`src/rtl/transform_pipeline_sequencer.sv`:
```
// Frame-level sequencer for the transform pipeline. For each model of a frame it
// fetches the descriptor, loads the 4x4 MVP matrix, streams the vertices under the
// pipeline's ready handshake, waits for the pipeline to finish, then pulses the
// pipeline reset before moving on to the next model.
//
// state      | meaning
// -----------+------------------------------------------------------------
// IDLE       | pipeline held in reset, waiting for i_start
// DESC_RD    | descriptor read strobe for model m
// DESC_LATCH | capture base/count/triangles, skip empty models
// MVP_RD     | 16 back-to-back matrix reads plus one capture cycle
// MVP_SEND   | one-cycle o_mvp_dv pulse
// VTX_FETCH  | vertex read strobe at base+i
// VTX_LATCH  | capture vertex data into o_vertex
// VTX_SEND   | hold vertex until i_vertex_ready, then hand it over
// WAIT_FIN   | wait for the pipeline's finished flag
// PIPE_RST   | one-cycle pipeline reset, then next model
// DONE       | frame done pulse, back to IDLE
module transform_pipeline_sequencer #(
    parameter int DATAWIDTH          = 24,
    parameter int MAX_MODELS         = 16,
    parameter int MAX_VERTEX_COUNT   = 16384,
    parameter int MAX_TRIANGLE_COUNT = 16384
) (
    input  logic                                        clk,
    input  logic                                        rst,
    input  logic                                        i_start,
    input  logic [$clog2(MAX_MODELS):0]                 i_num_models,
    output logic                                        o_busy,
    output logic                                        o_frame_done,
    output logic [$clog2(MAX_MODELS)-1:0]               o_desc_addr,
    output logic                                        o_desc_read_en,
    input  logic [$clog2(MAX_VERTEX_COUNT)-1:0]         i_desc_vertex_base,
    input  logic [$clog2(MAX_VERTEX_COUNT):0]           i_desc_vertex_count,
    input  logic [$clog2(MAX_TRIANGLE_COUNT)-1:0]       i_desc_num_triangles,
    output logic [$clog2(MAX_MODELS)+3:0]               o_mvp_addr,
    output logic                                        o_mvp_read_en,
    input  logic [DATAWIDTH-1:0]                        i_mvp_data,
    output logic [$clog2(MAX_VERTEX_COUNT)-1:0]         o_vtx_addr,
    output logic                                        o_vtx_read_en,
    input  logic [3*DATAWIDTH-1:0]                      i_vtx_data,
    output logic                                        o_pipe_rstn,
    output logic [3:0][3:0][DATAWIDTH-1:0]              o_mvp_matrix,
    output logic                                        o_mvp_dv,
    output logic [2:0][DATAWIDTH-1:0]                   o_vertex,
    output logic                                        o_vertex_dv,
    output logic                                        o_vertex_last,
    input  logic                                        i_vertex_ready,
    output logic [$clog2(MAX_TRIANGLE_COUNT)-1:0]       o_num_triangles,
    input  logic                                        i_pipe_finished
);

    localparam int MW = $clog2(MAX_MODELS);
    localparam int VW = $clog2(MAX_VERTEX_COUNT);
    localparam logic [MW:0] M_ONE  = 1;
    localparam logic [VW:0] VI_ONE = 1;

    typedef enum logic [3:0] {
        S_IDLE, S_DESC_RD, S_DESC_LATCH, S_MVP_RD, S_MVP_SEND,
        S_VTX_FETCH, S_VTX_LATCH, S_VTX_SEND, S_WAIT_FIN, S_PIPE_RST, S_DONE
    } state_t;

    state_t          r_state;
    logic [MW:0]     r_num_models;
    logic [MW:0]     r_m;
    logic [VW-1:0]   r_base;
    logic [VW:0]     r_count;
    logic [VW:0]     r_vi;
    logic [4:0]      r_k;

    logic [MW:0]     w_m_next;
    logic            w_last_model;
    logic [3:0]      w_cap_idx;
    logic [VW:0]     w_vi_next;
    logic            w_vi_last;

    assign w_m_next     = r_m + M_ONE;
    assign w_last_model = (w_m_next == r_num_models);
    // r_k counts MVP_RD cycles; data arriving in cycle k belongs to the read of cycle k-1
    assign w_cap_idx    = r_k[3:0] - 4'd1;
    assign w_vi_next    = r_vi + VI_ONE;
    assign w_vi_last    = (w_vi_next == r_count);

    // Handover must follow ready in the same cycle, so valid/last are decoded from state
    assign o_vertex_dv   = (r_state == S_VTX_SEND) && i_vertex_ready;
    assign o_vertex_last = o_vertex_dv && w_vi_last;

    // Sequencer FSM with registered outputs; strobes default low every cycle
    always_ff @(posedge clk or posedge rst) begin
        if (rst) begin
            r_state         <= S_IDLE;
            r_num_models    <= '0;
            r_m             <= '0;
            r_base          <= '0;
            r_count         <= '0;
            r_vi            <= '0;
            r_k             <= '0;
            o_busy          <= 1'b0;
            o_frame_done    <= 1'b0;
            o_desc_addr     <= '0;
            o_desc_read_en  <= 1'b0;
            o_mvp_addr      <= '0;
            o_mvp_read_en   <= 1'b0;
            o_vtx_addr      <= '0;
            o_vtx_read_en   <= 1'b0;
            o_pipe_rstn     <= 1'b0;
            o_mvp_matrix    <= '0;
            o_mvp_dv        <= 1'b0;
            o_vertex        <= '0;
            o_num_triangles <= '0;
        end else begin
            o_frame_done   <= 1'b0;
            o_desc_read_en <= 1'b0;
            o_mvp_read_en  <= 1'b0;
            o_vtx_read_en  <= 1'b0;
            o_mvp_dv       <= 1'b0;
            case (r_state)
                S_IDLE: begin
                    o_pipe_rstn <= 1'b0;
                    o_busy      <= 1'b0;
                    if (i_start) begin
                        r_num_models <= i_num_models;
                        r_m          <= '0;
                        o_busy       <= 1'b1;
                        if (i_num_models == '0) begin
                            r_state <= S_DONE;
                        end else begin
                            r_state        <= S_DESC_RD;
                            o_pipe_rstn    <= 1'b1;
                            o_desc_read_en <= 1'b1;
                            o_desc_addr    <= '0;
                        end
                    end
                end
                S_DESC_RD: r_state <= S_DESC_LATCH;
                S_DESC_LATCH: begin
                    r_base          <= i_desc_vertex_base;
                    r_count         <= i_desc_vertex_count;
                    o_num_triangles <= i_desc_num_triangles;
                    if (i_desc_vertex_count == '0 || i_desc_num_triangles == '0) begin
                        r_m <= w_m_next;
                        if (w_last_model) begin
                            r_state <= S_DONE;
                        end else begin
                            r_state        <= S_DESC_RD;
                            o_desc_read_en <= 1'b1;
                            o_desc_addr    <= w_m_next[MW-1:0];
                        end
                    end else begin
                        r_state       <= S_MVP_RD;
                        r_k           <= '0;
                        o_mvp_read_en <= 1'b1;
                        o_mvp_addr    <= {r_m[MW-1:0], 4'd0};
                    end
                end
                S_MVP_RD: begin
                    if (r_k != 5'd0)
                        o_mvp_matrix[w_cap_idx[3:2]][w_cap_idx[1:0]] <= i_mvp_data;
                    if (r_k == 5'd16) begin
                        r_state  <= S_MVP_SEND;
                        o_mvp_dv <= 1'b1;
                    end else begin
                        r_k <= r_k + 5'd1;
                        if (r_k != 5'd15) begin
                            o_mvp_read_en <= 1'b1;
                            o_mvp_addr    <= {r_m[MW-1:0], r_k[3:0] + 4'd1};
                        end
                    end
                end
                S_MVP_SEND: begin
                    r_state       <= S_VTX_FETCH;
                    r_vi          <= '0;
                    o_vtx_read_en <= 1'b1;
                    o_vtx_addr    <= r_base;
                end
                S_VTX_FETCH: r_state <= S_VTX_LATCH;
                S_VTX_LATCH: begin
                    o_vertex[0] <= i_vtx_data[3*DATAWIDTH-1:2*DATAWIDTH];
                    o_vertex[1] <= i_vtx_data[2*DATAWIDTH-1:DATAWIDTH];
                    o_vertex[2] <= i_vtx_data[DATAWIDTH-1:0];
                    r_state     <= S_VTX_SEND;
                end
                S_VTX_SEND: begin
                    if (i_vertex_ready) begin
                        if (w_vi_last) begin
                            r_state <= S_WAIT_FIN;
                        end else begin
                            r_vi          <= w_vi_next;
                            r_state       <= S_VTX_FETCH;
                            o_vtx_read_en <= 1'b1;
                            o_vtx_addr    <= r_base + w_vi_next[VW-1:0];
                        end
                    end
                end
                S_WAIT_FIN: begin
                    if (i_pipe_finished) begin
                        r_state     <= S_PIPE_RST;
                        o_pipe_rstn <= 1'b0;
                    end
                end
                S_PIPE_RST: begin
                    o_pipe_rstn <= 1'b1;
                    r_m         <= w_m_next;
                    if (w_last_model) begin
                        r_state <= S_DONE;
                    end else begin
                        r_state        <= S_DESC_RD;
                        o_desc_read_en <= 1'b1;
                        o_desc_addr    <= w_m_next[MW-1:0];
                    end
                end
                S_DONE: begin
                    o_frame_done <= 1'b1;
                    o_busy       <= 1'b0;
                    r_state      <= S_IDLE;
                end
                default: r_state <= S_IDLE;
            endcase
        end
    end

endmodule

```
`config.mk`:
```
export PLATFORM = sky130hd
export DESIGN_NAME = transform_pipeline_sequencer
export DESIGN_NICKNAME = d
export VERILOG_FILES = /design/src/rtl/transform_pipeline_sequencer.sv
export SDC_FILE = /design/constraint.sdc
export NUM_CORES = 1
export LEC_CHECK = 0
export ABC_AREA = 0
export BUFFER_PORTS_ARGS = -buffer_cell sky130_fd_sc_hd__buf_2
export CAP_MARGIN = 25
export CORE_ASPECT_RATIO = 0.75
export CORE_MARGIN = 3
export CORE_UTILIZATION = 40
export DETAILED_ROUTE_END_ITERATION = 7
export PLACE_DENSITY = 0.66
export SETUP_SLACK_MARGIN = 0.15
export SLEW_MARGIN = 5
export SYNTH_ARGS = -nofsm -noshare
export SYNTH_HDL_FRONTEND = slang
export SYNTH_SLANG_ARGS = --single-unit
```
`constraint.sdc`:
```
create_clock -name clk -period 16.52 [get_ports clk]
set_clock_uncertainty 0.15 [all_clocks]
set_input_delay 0 -clock clk [delete_from_list [all_inputs] [get_ports clk]]
set_output_delay 0 -clock clk [all_outputs]
set_load 0.005 [all_outputs]
```
==> metrics.md, run 1 <==
| Metric | Value |
|---|---|
| Initial Util | 40.8% |
| Root Driver | clkbuf_16 |
| Clk sinks | 566 |
| Vias | 16700 |
| Tcrit/Tclk final | 23.9% |
| IO Count | 654 |
| Syn avg cell area | 14.4 um2 |
| GR Util met2 | 39.1% |
| Dominant cell type by area after synthesis | dfrtp_1 |
| Number of global-route vias before repair | 17900 |
| Row cnt | 75 |
| Post-synth EDFFs | 0 |
| Net count of the finished layout | 2645 |
| Area contributors post-synth | dfrtp_1 61%, mux2_2 25%, clkbuf_1 1.3% |
| Post-Synth XOR/XNOR Area | 2.00% |
| WP data arrival | 4.32 ns |
| Total Wirelength | 71.4 mm |
| Clock tree buffer depth | 3 |
| Async set-reset flop share out of synthesis | 100% |
| Measured slew at the worst slew-check pin | 0.981 ns |
| Layout cells sized above 1 | 52.7% |
| Fin. max-slew vios | 0 |
| Req. time, crit path | 16.89 ns |
| Post-DR vias/cell | 5.08 |
| Synthesized-area fraction occupied by ao, oa, aoi and oai cells | 3.05% |
| Critical Path Start | r_vi[0] |
| Die H | 214 um |
| Post-synthesis register bit count | 566 |
| H-tree depth | 2 |
| Iter 0 DRT Violations | 977 |
| First-pass detailed-route iteration total | 5 |
| Grt total ovfl | 0 |
| Clock-pin slew on the worst setup and hold paths | 0.07 ns |
| CP endpoint kind | flop |
| CORE AREA | 56500 um2 |
| Max_slew headroom | 34.6% |
| Die width | 283 um |
| Synth Area in Simple Gates | 4.34% |
| VDD IR max | 0.000101 V |
| Worst Hold Class | input pin to flop |
| Syn-to-layout area delta | 37.0% |
| Pwr Total | 0.00504 W |
| Total CTS buffers | 57 |
| Post-Synth Adder-Cell Area | 1.28% |
| Pin count of the biggest net entering global routing | 145 |
| Startpoint Class | flop |
| Buffers on Ports | 653 |
| Largest family of logic cells by synthesized area | multiplexers |
| First-pass GRT wire length | 110 mm |
| Initial antenna violation count | 3 |
| Reg2reg start | r_vi[0] |
| Max frequency | 0.254 GHz |
| Proportion of synthesized area in mux cells | 25.9% |
| Setup TNS | 0 ns |
| Met3 usage | 5.35% |
| Mapped cell area | 23100 um2 |
| Cells after Synth | 1599 |
| Post-synthesis sequential area ratio | 61.4% |
| GRT Resource Usage Total | 23.1% |
| Hold path start | i_desc_vertex_base[6] |
| P_leak | 15.5 nW |
| Synth warn | 0 |
| Worst-Skew Late Latency | 0.60 ns |
| Syn_nets | 1771 |
| Final setup viols | 0 |
| Max-cap violations | 0 |
| Post-route ant nets | 0 |
| DIE AREA | 60600 um2 |
| Minimum clock period | 3.94 ns |
| Status | complete, no violations |
| CTS tree | built |
| Top Usage Layer GRT | met2 |
| Unrepaired setup endpoints after global routing | no |
| Most common cell after layout, fill and taps aside | buf_2 |
| Drc violations | 0 |
| Met1 Use GR | 28.7% |
| Yosys top cell area share | 61.4% |
| Post-DP HPWL | 48.0 mm |
| Power Dens Cells | 160 nW/um2 |
| Filler cells | 4618 |
| Setup CP Type | flop to flop |
| CP Max Fanout | 6 |
| Distinct cells, synth | 62 |
| GP Congestion | 0.861 |
| Post-DR wirelength/cell | 21.7 um |
| Endpoints failing hold | 0 |
| Primary FF master, synth | dfrtp_1 |
| Most frequent cells in the layout | 653 x buf_2, 566 x dfrtp_1, 521 x mux2_2, 231 x dlygate4sd3_1, 61 x nand2_1 |
stage by stage:
step / worst slack (ns) / hold slack (ns) / area (um2) / utilization [%] / cells
after floorplan: 0.539 / 0.000578 / 23100 / - / 1599
after global placement: 12.72 / 0.0811 / 27100 / 48.1 / 2948
after detailed placement: 12.64 / 0.0857 / 27100 / 48.1 / 2948
after CTS: 12.60 / 0.000522 / 31500 / 55.7 / 3286
after global routing: 12.36 / 0.0156 / 31600 / 55.9 / 3295
final: 12.58 / 0.0248 / 31600 / 55.9 / 3295
per-layer routing:
| layer | vias up | routed length [um] |
|---|---|---|
| li1 | 7426 | - |
| met1 | 8590 | 29300 |
| met2 | 552 | 34900 |
| met3 | 168 | 4440 |
| met4 | 0 | 2780 |
| met5 | - | 0 |
critical path, cell delays in order, from the launching register on:
cell and delay [ns]:
dfrtp_1 0.45, ha_1 0.34, nand4_2 0.22, or4_1 0.70
xor2_1 0.22, o211ai_2 0.12, nor4_4 0.37, nand3_1 0.31
o21ai_0 0.25, a31o_2 0.17, dlygate4sd3_1 0.55
final timing paths:
| path | to | slack (ns) | cells past startpoint |
|---|---|---|---|
| hold reg to reg | o_mvp_addr[2] | 0.32 | 2 |
| hold / removal | r_base[6] | 0.02 | 3 |
| setup / recovery | r_state[3] | 12.58 | 10 |
| max in group asynchronous | o_mvp_matrix[147] | 13.45 | 8 |
| min in group asynchronous | o_vertex[32] | 0.32 | 4 |
| setup reg to reg | r_state[3] | 12.58 | 10 |
power breakdown:
group	total (W)	internal [W]	switching, W
Combinational	0.00155	0.000823	0.000727
Clock	0.00138	0.000812	0.000564
Sequential	0.00212	0.00184	0.000278
state kept, by name, indices dropped and copies added (netlist names), 4 cells and up:
| signal | cells |
|---|---|
| o_vtx_addr | 14 |
| o_vertex | 72 |
| o_mvp_matrix | 384 |
| r_k | 5 |
| r_state | 4 |
| r_m | 5 |
| r_num_models | 5 |
| o_mvp_addr | 8 |
| r_count | 15 |
| r_base | 14 |
| o_num_triangles | 14 |
| r_vi | 15 |
| o_desc_addr | 4 |
final cells by class:
| class | count | area, um2 | area share [%] |
|---|---|---|---|
| Tap cell | 770 | 963 | 3.05 |
| Clock buffer | 85 | 1700 | 5.39 |
| Inverter | 25 | 104 | 0.329 |
| Clock inverter | 23 | 318 | 1.01 |
| Timing Repair Buffer | 905 | 5820 | 18.4 |
| Antenna cell | 3 | 7.51 | 0.0238 |
| Sequential cell | 566 | 14200 | 44.8 |
| Multi-Input combinational cell | 918 | 8530 | 27.0 |
repair_timing:
item | 4_1_cts | 5_1_grt
hold buffers | 230 | 1
setup buffers | 0 | 0
gates resized for setup | 0 | 0
endpoints found under the hold margin | 661 | 25
cell usage after synthesis (4+ instances only):
master,instances
or3_1,5
and2_1,4
o22ai_1,7
nand2_1,61
o21ai_0,34
clkbuf_1,79
o21a_1,7
xor2_1,21
a21o_1,4
a31oi_1,12
dfrtp_1,566
nand2b_1,4
nor3_1,20
xnor2_1,24
nor2_1,45
mux2_2,521
inv_1,24
ha_1,22
nand3_1,34
mux2i_1,7
o31ai_1,4
nor4_1,7
buf_2,8
a21oi_1,24
cells by family (layout without fill, tap and decap cells):
group                    Yosys count  count (layout)
AND/OR/NAND/NOR                  204             204
buffers and inverters            115            1038
XOR/XNOR                          48              48
other                              0               3
flip-flops                       566             566
adder cells (fa/ha/maj)           23              23
AO/OA/AOI/OAI                    112             112
multiplexers                     531             531
No activity file was read; power rests on OpenSTA's default activity.
==> inputs of run 2 (changes only) <==
ABC_AREA = 1   (was 0)
PLACE_DENSITY = unset   (was 0.66)
clock period = 3.68 ns   (was 16.52 ns; I/O delays follow)
==> run 2 against run 1 <==
  * Combinational power rose to 4.1 times the previous value
  * Critical path depth up 7
  * Synthesized cell count is 28% higher
  * Largest power group unchanged
  * First-iteration DRC count grew 28%
  * Hold slack improved by 0.017 ns
  * Sequential cell count stayed put
  * Clock-buffer cell count down 3
  * Synthesized area up 2.3%
==> metrics.md, run 2 <==
| Metric | Value |
|---|---|
| Status | complete, no violations |
| First-pass GRT wire length | 124 mm |
| Slowest CP cell | dfrtp_1 |
| CP peak stage delay | 0.45 ns |
| Syn-to-layout area delta | 36.7% |
| Total CTS buffers | 55 |
| Most common cell after layout, fill and taps aside | buf_2 |
| First-pass detailed-route iteration total | 6 |
| Most frequent cells in the layout | 653 x buf_2, 566 x dfrtp_1, 556 x nand2_1, 358 x mux2_2, 249 x dlygate4sd3_1 |
| Max_slew headroom | 35.2% |
| Pin count of the biggest net entering global routing | 109 |
| CP dominant cell by count | nand2_1 |
| Initial Util | 40.7% |
| Buffers on Ports | 653 |
| Dominant cell type by area after synthesis | dfrtp_1 |
| Most frequent cell after synthesis | dfrtp_1 |
| Primary FF master, synth | dfrtp_1 |
| H-tree depth | 2 |
| VDD IR max | 0.000391 V |
| Placed cell area | 27800 um2 |
| Syn_nets | 2225 |
| Max frequency | 0.320 GHz |
| R2R Setup Slk | 0.56 ns |
| Hold path cells | 4 |
| Clock tree buffer depth | 3 |
| Syn avg cell area | 11.5 um2 |
| WP data arrival | 3.46 ns |
| Iter 0 DRT Violations | 1252 |
| Register-to-Register Path Depth | 17 |
| Die H | 216 um |
| P_leak | 17.7 nW |
| Distinct cells, synth | 40 |
| Layout cells sized above 1 | 39.4% |
| Initial antenna violation count | 2 |
| Flip-flop count of the largest register after layout | 384 |
| Die width | 286 um |
| Clk sinks | 566 |
| Post-route ant nets | 0 |
| DIE AREA | 62000 um2 |
| Total Wirelength | 82.3 mm |
| CTS tree | built |
| Top Registers | o_mvp_matrix: 384 flops, o_vertex: 72 flops |
| IO Count | 654 |
| Endpoints failing hold | 0 |
| CP Cell Sequence | ha_1 -> nand2_2 -> nor2_4 -> nand2_1 -> nand2_1 -> nand2_1 -> nand2_1 -> nand2_1 -> nor2_1 -> nand2_1 -> nor2_1 -> nand3_1 -> nand3_2 -> nand2_1 -> buf_4 -> nand2_1 -> nand2_1 |
| Drc violations | 0 |
| Grt total ovfl | 0 |
| Yosys top cell area share | 60.0% |
| Post-synthesis sequential area ratio | 60.0% |
| Tcrit/Tclk final | 84.9% |
| Fin. max-slew vios | 0 |
| Measured slew at the worst slew-check pin | 0.969 ns |
| CP Max Fanout | 19 |
| Req. time, crit path | 4.02 ns |
| Commonest cells in the netlist | 566 x dfrtp_1, 556 x nand2_1, 358 x mux2_2 |
| Filler cells | 4785 |
| Pwr Total | 0.0213 W |
| Final setup viols | 0 |
| Minimum clock period | 3.12 ns |
| Worst-Skew Late Latency | 0.60 ns |
| Setup CP Type | flop to flop |
| Post-synthesis register bit count | 566 |
| Largest Register | o_mvp_matrix |
| Startpoint Class | flop |
| CP endpoint kind | flop |
| Max-cap violations | 0 |
| Post-DP HPWL | 56.2 mm |
| Async set-reset flop share out of synthesis | 100% |
| Fin area | 32200 um2 |
| Post-synth EDFFs | 0 |
| Unrepaired setup endpoints after global routing | no |
| Worst Hold Class | input pin to flop |
| Number of global-route vias before repair | 19900 |
| Area contributors post-synth | dfrtp_1 60%, mux2_2 17%, nand2_1 8.8% |
| Vias | 19300 |
| Mapped cell area | 23600 um2 |
| Power Dens Cells | 659 nW/um2 |
| Post-DR vias/cell | 5.10 |
| Clock-pin slew on the worst setup and hold paths | 0.07 ns |
| CORE AREA | 57900 um2 |
| GP Congestion | 0.958 |
| Root Driver | clkbuf_16 |
| Cells after Synth | 2053 |
| GRT Resource Usage Total | 26.1% |
| Net count of the finished layout | 3129 |
| Synth warn | 0 |
| Row cnt | 76 |
| Post-DR wirelength/cell | 21.8 um |
## run 2: cell types whose count changed after synthesis, moves of 17 or more
cell and delta:
buf_4 +31, mux2_2 -163, mux2_1 +29, nand2_1 +495, clkbuf_1 -26, inv_1 +84
o21ai_0 +27, nor2_4 +17, nand3_1 +38, nor2_1 +27
## run 2: cell type report
class                           instances  area (um2)  share of cell area [%]
Sequential cell                       566       14200                    43.9
Clock inverter                         18         219                   0.679
Antenna cell                            2        5.00                  0.0155
Inverter                              111         420                    1.30
Timing Repair Buffer                  941        6240                    19.4
Clock buffer                           82        1680                    5.21
Tap cell                              780         976                    3.03
Multi-Input combinational cell       1282        8530                    26.5
## run 2: kinds of logic after synthesis
group / share of synthesized area (%)
muxes: 18.5
and+or+nand+nor: 13.6
xor gates and xnor gates: 0.620
DFF: 60.0
buffers and inverters: 3.86
adders and majority gates: 1.25
AOI/OAI and AO/OA: 2.17
## run 2: where the power goes
part           internal [W]  total [W]  switching (W)  leakage, nW
clock               0.00344    0.00590        0.00247        0.930
sequential          0.00796    0.00900        0.00104         7.58
combinational       0.00281    0.00636        0.00355         9.22
total                0.0142     0.0213        0.00705         17.7
## run 2: timing repair
action                                  CTS  global route
gates resized for setup                   0             0
hold buffers                            249             0
endpoints found under the hold margin  1003             0
setup buffers                             0             0
## run 2: worst paths after layout
check | start | endpoint
max | r_vi[0] | r_vi[8]
min | i_desc_vertex_base[10] | r_base[10]
max reg2reg | r_vi[0] | r_vi[8]
min reg2reg | o_vertex[33] | o_vertex[33]
max in group asynchronous | rst | o_vertex[64]
min in group asynchronous | rst | o_mvp_matrix[271]
## run 2: per-stage QoR
stage,hold WS (ns),std cells,TNS (ns),worst slack [ns],util (%)
finish,0.0415,3782,0,0.557,55.7
global route,0.0216,3781,0,0.318,55.7
CTS,0.00183,3778,0,0.586,55.6
detailed placement,-0.0711,3429,0,0.595,48.0
global placement,0.0498,3428,0,0.660,47.9
floorplan,-0.0373,2053,-2364.55,-4.18,-
## run 2: critical path, delay by kind of cell (launching register included)
kind,cells,cell delay (ns)
AND/OR/NAND/NOR,15,1.75
flip-flops,1,0.45
adder cells (fa/ha/maj),1,0.25
buffers and inverters,1,0.39
## run 2: metal layers
metal	up-vias	global-route usage, %	wire length [um]	part of all wire [%]
met5	-	0	0	0
met4	0	9.73	3310	4.0
met3	212	5.33	5920	7.2
met2	867	42.6	38200	46
met1	9637	34.4	34800	42
li1	8579	-	-	-
==> inputs of run 3 (changes only) <==
ABC_AREA = 0   (was 1)
PLACE_DENSITY = 0.66   (was unset)
clock period = 2.8 ns   (was 3.68 ns; I/O delays follow)
==> run 3 against run 2 <==
  * The flow now finishes with violations (setup timing)
  * Utilization grew 2.2 points
  * Global-route usage shrank 1.6 points
  * Fmax fell by 5.5%
  * First-iteration DRC count shrank 27%
  * Critical path depth down 4
  * Sequential cell count did not move
  * Largest power group unchanged
==> metrics.md, run 3 (same netlist as run 1, synthesis figures left out) <==
| Metric | Value |
|---|---|
| Worst Hold Class | input pin to flop |
| Total CTS buffers | 55 |
| Post-DR vias/cell | 5.12 |
| Drc violations | 0 |
| VDD IR max | 0.000606 V |
| Crit path to | o_vtx_addr[13] |
| Largest Register | o_mvp_matrix |
| Startpoint Class | flop |
| Pin count of the biggest net entering global routing | 87 |
| Root Driver | clkbuf_16 |
| Register-to-Register Path Depth | 13 |
| Worst-Skew Late Latency | 0.60 ns |
| Top Registers | o_mvp_matrix: 384 flops, o_vertex: 72 flops |
| Max-cap violations | 0 |
| H-tree depth | 2 |
| Minimum clock period | 3.31 ns |
| Pwr Total | 0.0301 W |
| GRT Resource Usage Total | 24.5% |
| Row cnt | 75 |
| Critical Path Start | r_vi[0] |
| IO Count | 654 |
| Syn-to-layout area delta | 41.6% |
| CP peak stage delay | 0.40 ns |
| CTS tree | built |
| Area of the multi-input gates | 8910 um2 |
| Slowest CP cell | dfrtp_1 |
| Endpoints failing hold | 0 |
| First-pass GRT wire length | 116 mm |
| CP Max Fanout | 2 |
| Fin. max-slew vios | 0 |
| Most frequent cells in the layout | 653 x buf_2, 561 x dfrtp_1, 520 x mux2_2, 202 x dlygate4sd3_1, 108 x buf_4 |
| Grt total ovfl | 0 |
| Final Hold Slack | 0.0281 ns |
| Initial antenna violation count | 1 |
| Die width | 283 um |
| Max_slew headroom | 53.4% |
| Total Wirelength | 76.1 mm |
| CP Cell Sequence | ha_4 -> and4_4 -> nand2_4 -> xnor2_4 -> ha_4 -> a211o_1 -> or3_1 -> o211ai_1 -> o2111ai_1 -> a21oi_1 -> xnor2_1 -> or3_1 -> a31oi_1 |
| R2R Path End | o_vtx_addr[13] |
| Filler cells | 4475 |
| Setup ws final | -0.507 ns |
| R2R Setup Slk | -0.51 ns |
| P_leak | 16.0 nW |
| CORE AREA | 56500 um2 |
| First-pass detailed-route iteration total | 4 |
| Reg2reg start | r_vi[0] |
| CP endpoint kind | flop |
| Register area | 14200 um2 |
| Layout cells sized above 1 | 57.0% |
| Initial Util | 40.8% |
| Number of global-route vias before repair | 18600 |
| Final setup viols | 31 |
| Failing checks | setup timing |
| Buffers on Ports | 653 |
| Net count of the finished layout | 2739 |
| Measured slew at the worst slew-check pin | 0.697 ns |
| Tcrit/Tclk final | 118% |
| Status | complete, but fails checks |
| DIE AREA | 60600 um2 |
| Post-route ant nets | 0 |
| Post-DR wirelength/cell | 22.5 um |
| WP data arrival | 3.68 ns |
| GP Congestion | 0.908 |
| Iter 0 DRT Violations | 912 |
| Vias | 17300 |
| Clk sinks | 566 |
| Flip-flop count of the largest register after layout | 384 |
| Post-DP HPWL | 52.7 mm |
| Max frequency | 0.302 GHz |
| Clock-pin slew on the worst setup and hold paths | 0.06 ns |
| Die H | 214 um |
| Req. time, crit path | 3.17 ns |
| Clock tree buffer depth | 3 |
| Power Dens Cells | 921 nW/um2 |
| Setup CP Type | flop to flop |
| Unrepaired setup endpoints after global routing | yes |
| Most common cell after layout, fill and taps aside | buf_2 |
[run 3: cell count changes in the layout (fill, tap and decap cells not counted), moves of 40 or more]
cell,change
buf_4,+83
dlygate4sd3_1,-47
inv_1,-83
mux2_2,+162
nand2_1,-496
nand3_1,-51
nor2_1,-40
[run 3: critical path, delay by kind of cell, from the launching register on]
kind	cells	cell delay, ns
xor+xnor	2	0.29
fa+ha+maj	2	0.39
flops	1	0.40
simple gates	4	0.96
compound gates	5	1.04
[run 3: final cells by class]
cell class	count	area share, %
Multi-Input combinational cell	918	27.3
Tap cell	770	2.95
Inverter	25	0.322
Clock inverter	16	0.605
Timing Repair Buffer	998	20.5
Clock buffer	81	4.82
Sequential cell	566	43.4
Antenna cell	1	0.00766
Timing Repair inverter	3	0.134
[run 3: worst min path at each step]
stage,startpoint,to,slack (ns),depth (start not counted)
3_3_place_gp,rst,o_mvp_matrix[187],0.006,2
5_1_grt,i_vtx_data[43],o_vertex[43],0.006,3
3_5_place_dp,rst,o_mvp_matrix[163],0.006,2
2_1_floorplan,i_num_models[0],r_num_models[0],0.0006,1
6_report,i_vtx_data[43],o_vertex[43],0.03,3
4_1_cts,i_desc_vertex_base[11],r_base[11],0.0005,3
[run 3: report_power, final]
| group | internal [W] | switching, W | leakage [nW] | total [W] |
|---|---|---|---|---|
| logic | 0.00540 | 0.00468 | 8.06 | 0.0101 |
| clock network | 0.00425 | 0.00317 | 0.871 | 0.00742 |
| registers | 0.0109 | 0.00172 | 7.10 | 0.0126 |
[run 3: per-stage QoR]
step                      instance area [um2]  setup TNS (ns)  cells  worst slack, ns  util [%]
after floorplan                         23100        -2867.80   1599            -5.06         -
after global placement                  28200           -9.95   3052           -0.590      49.9
after detailed placement                28200          -12.49   3052           -0.641      49.9
after CTS                               32300           -7.99   3363           -0.480      57.1
after global routing                    32700          -12.10   3378           -0.638      57.8
final                                   32700           -9.40   3378           -0.507      57.8
[run 3: routing by layer]
layer / global-route usage, % / wire, um
met5: 0 / 0
met4: 9.49 / 3000
met3: 6.21 / 5070
met2: 40.6 / 36600
met1: 31.0 / 31500
[run 3: timing repair]
action	CTS	global route
hold buffers	202	0
pin swaps	13	16
setup endpoints to repair	128	302
endpoints found under the hold margin	951	0
buffers inserted	10	11
cloned	2	3
resized for setup	44	54
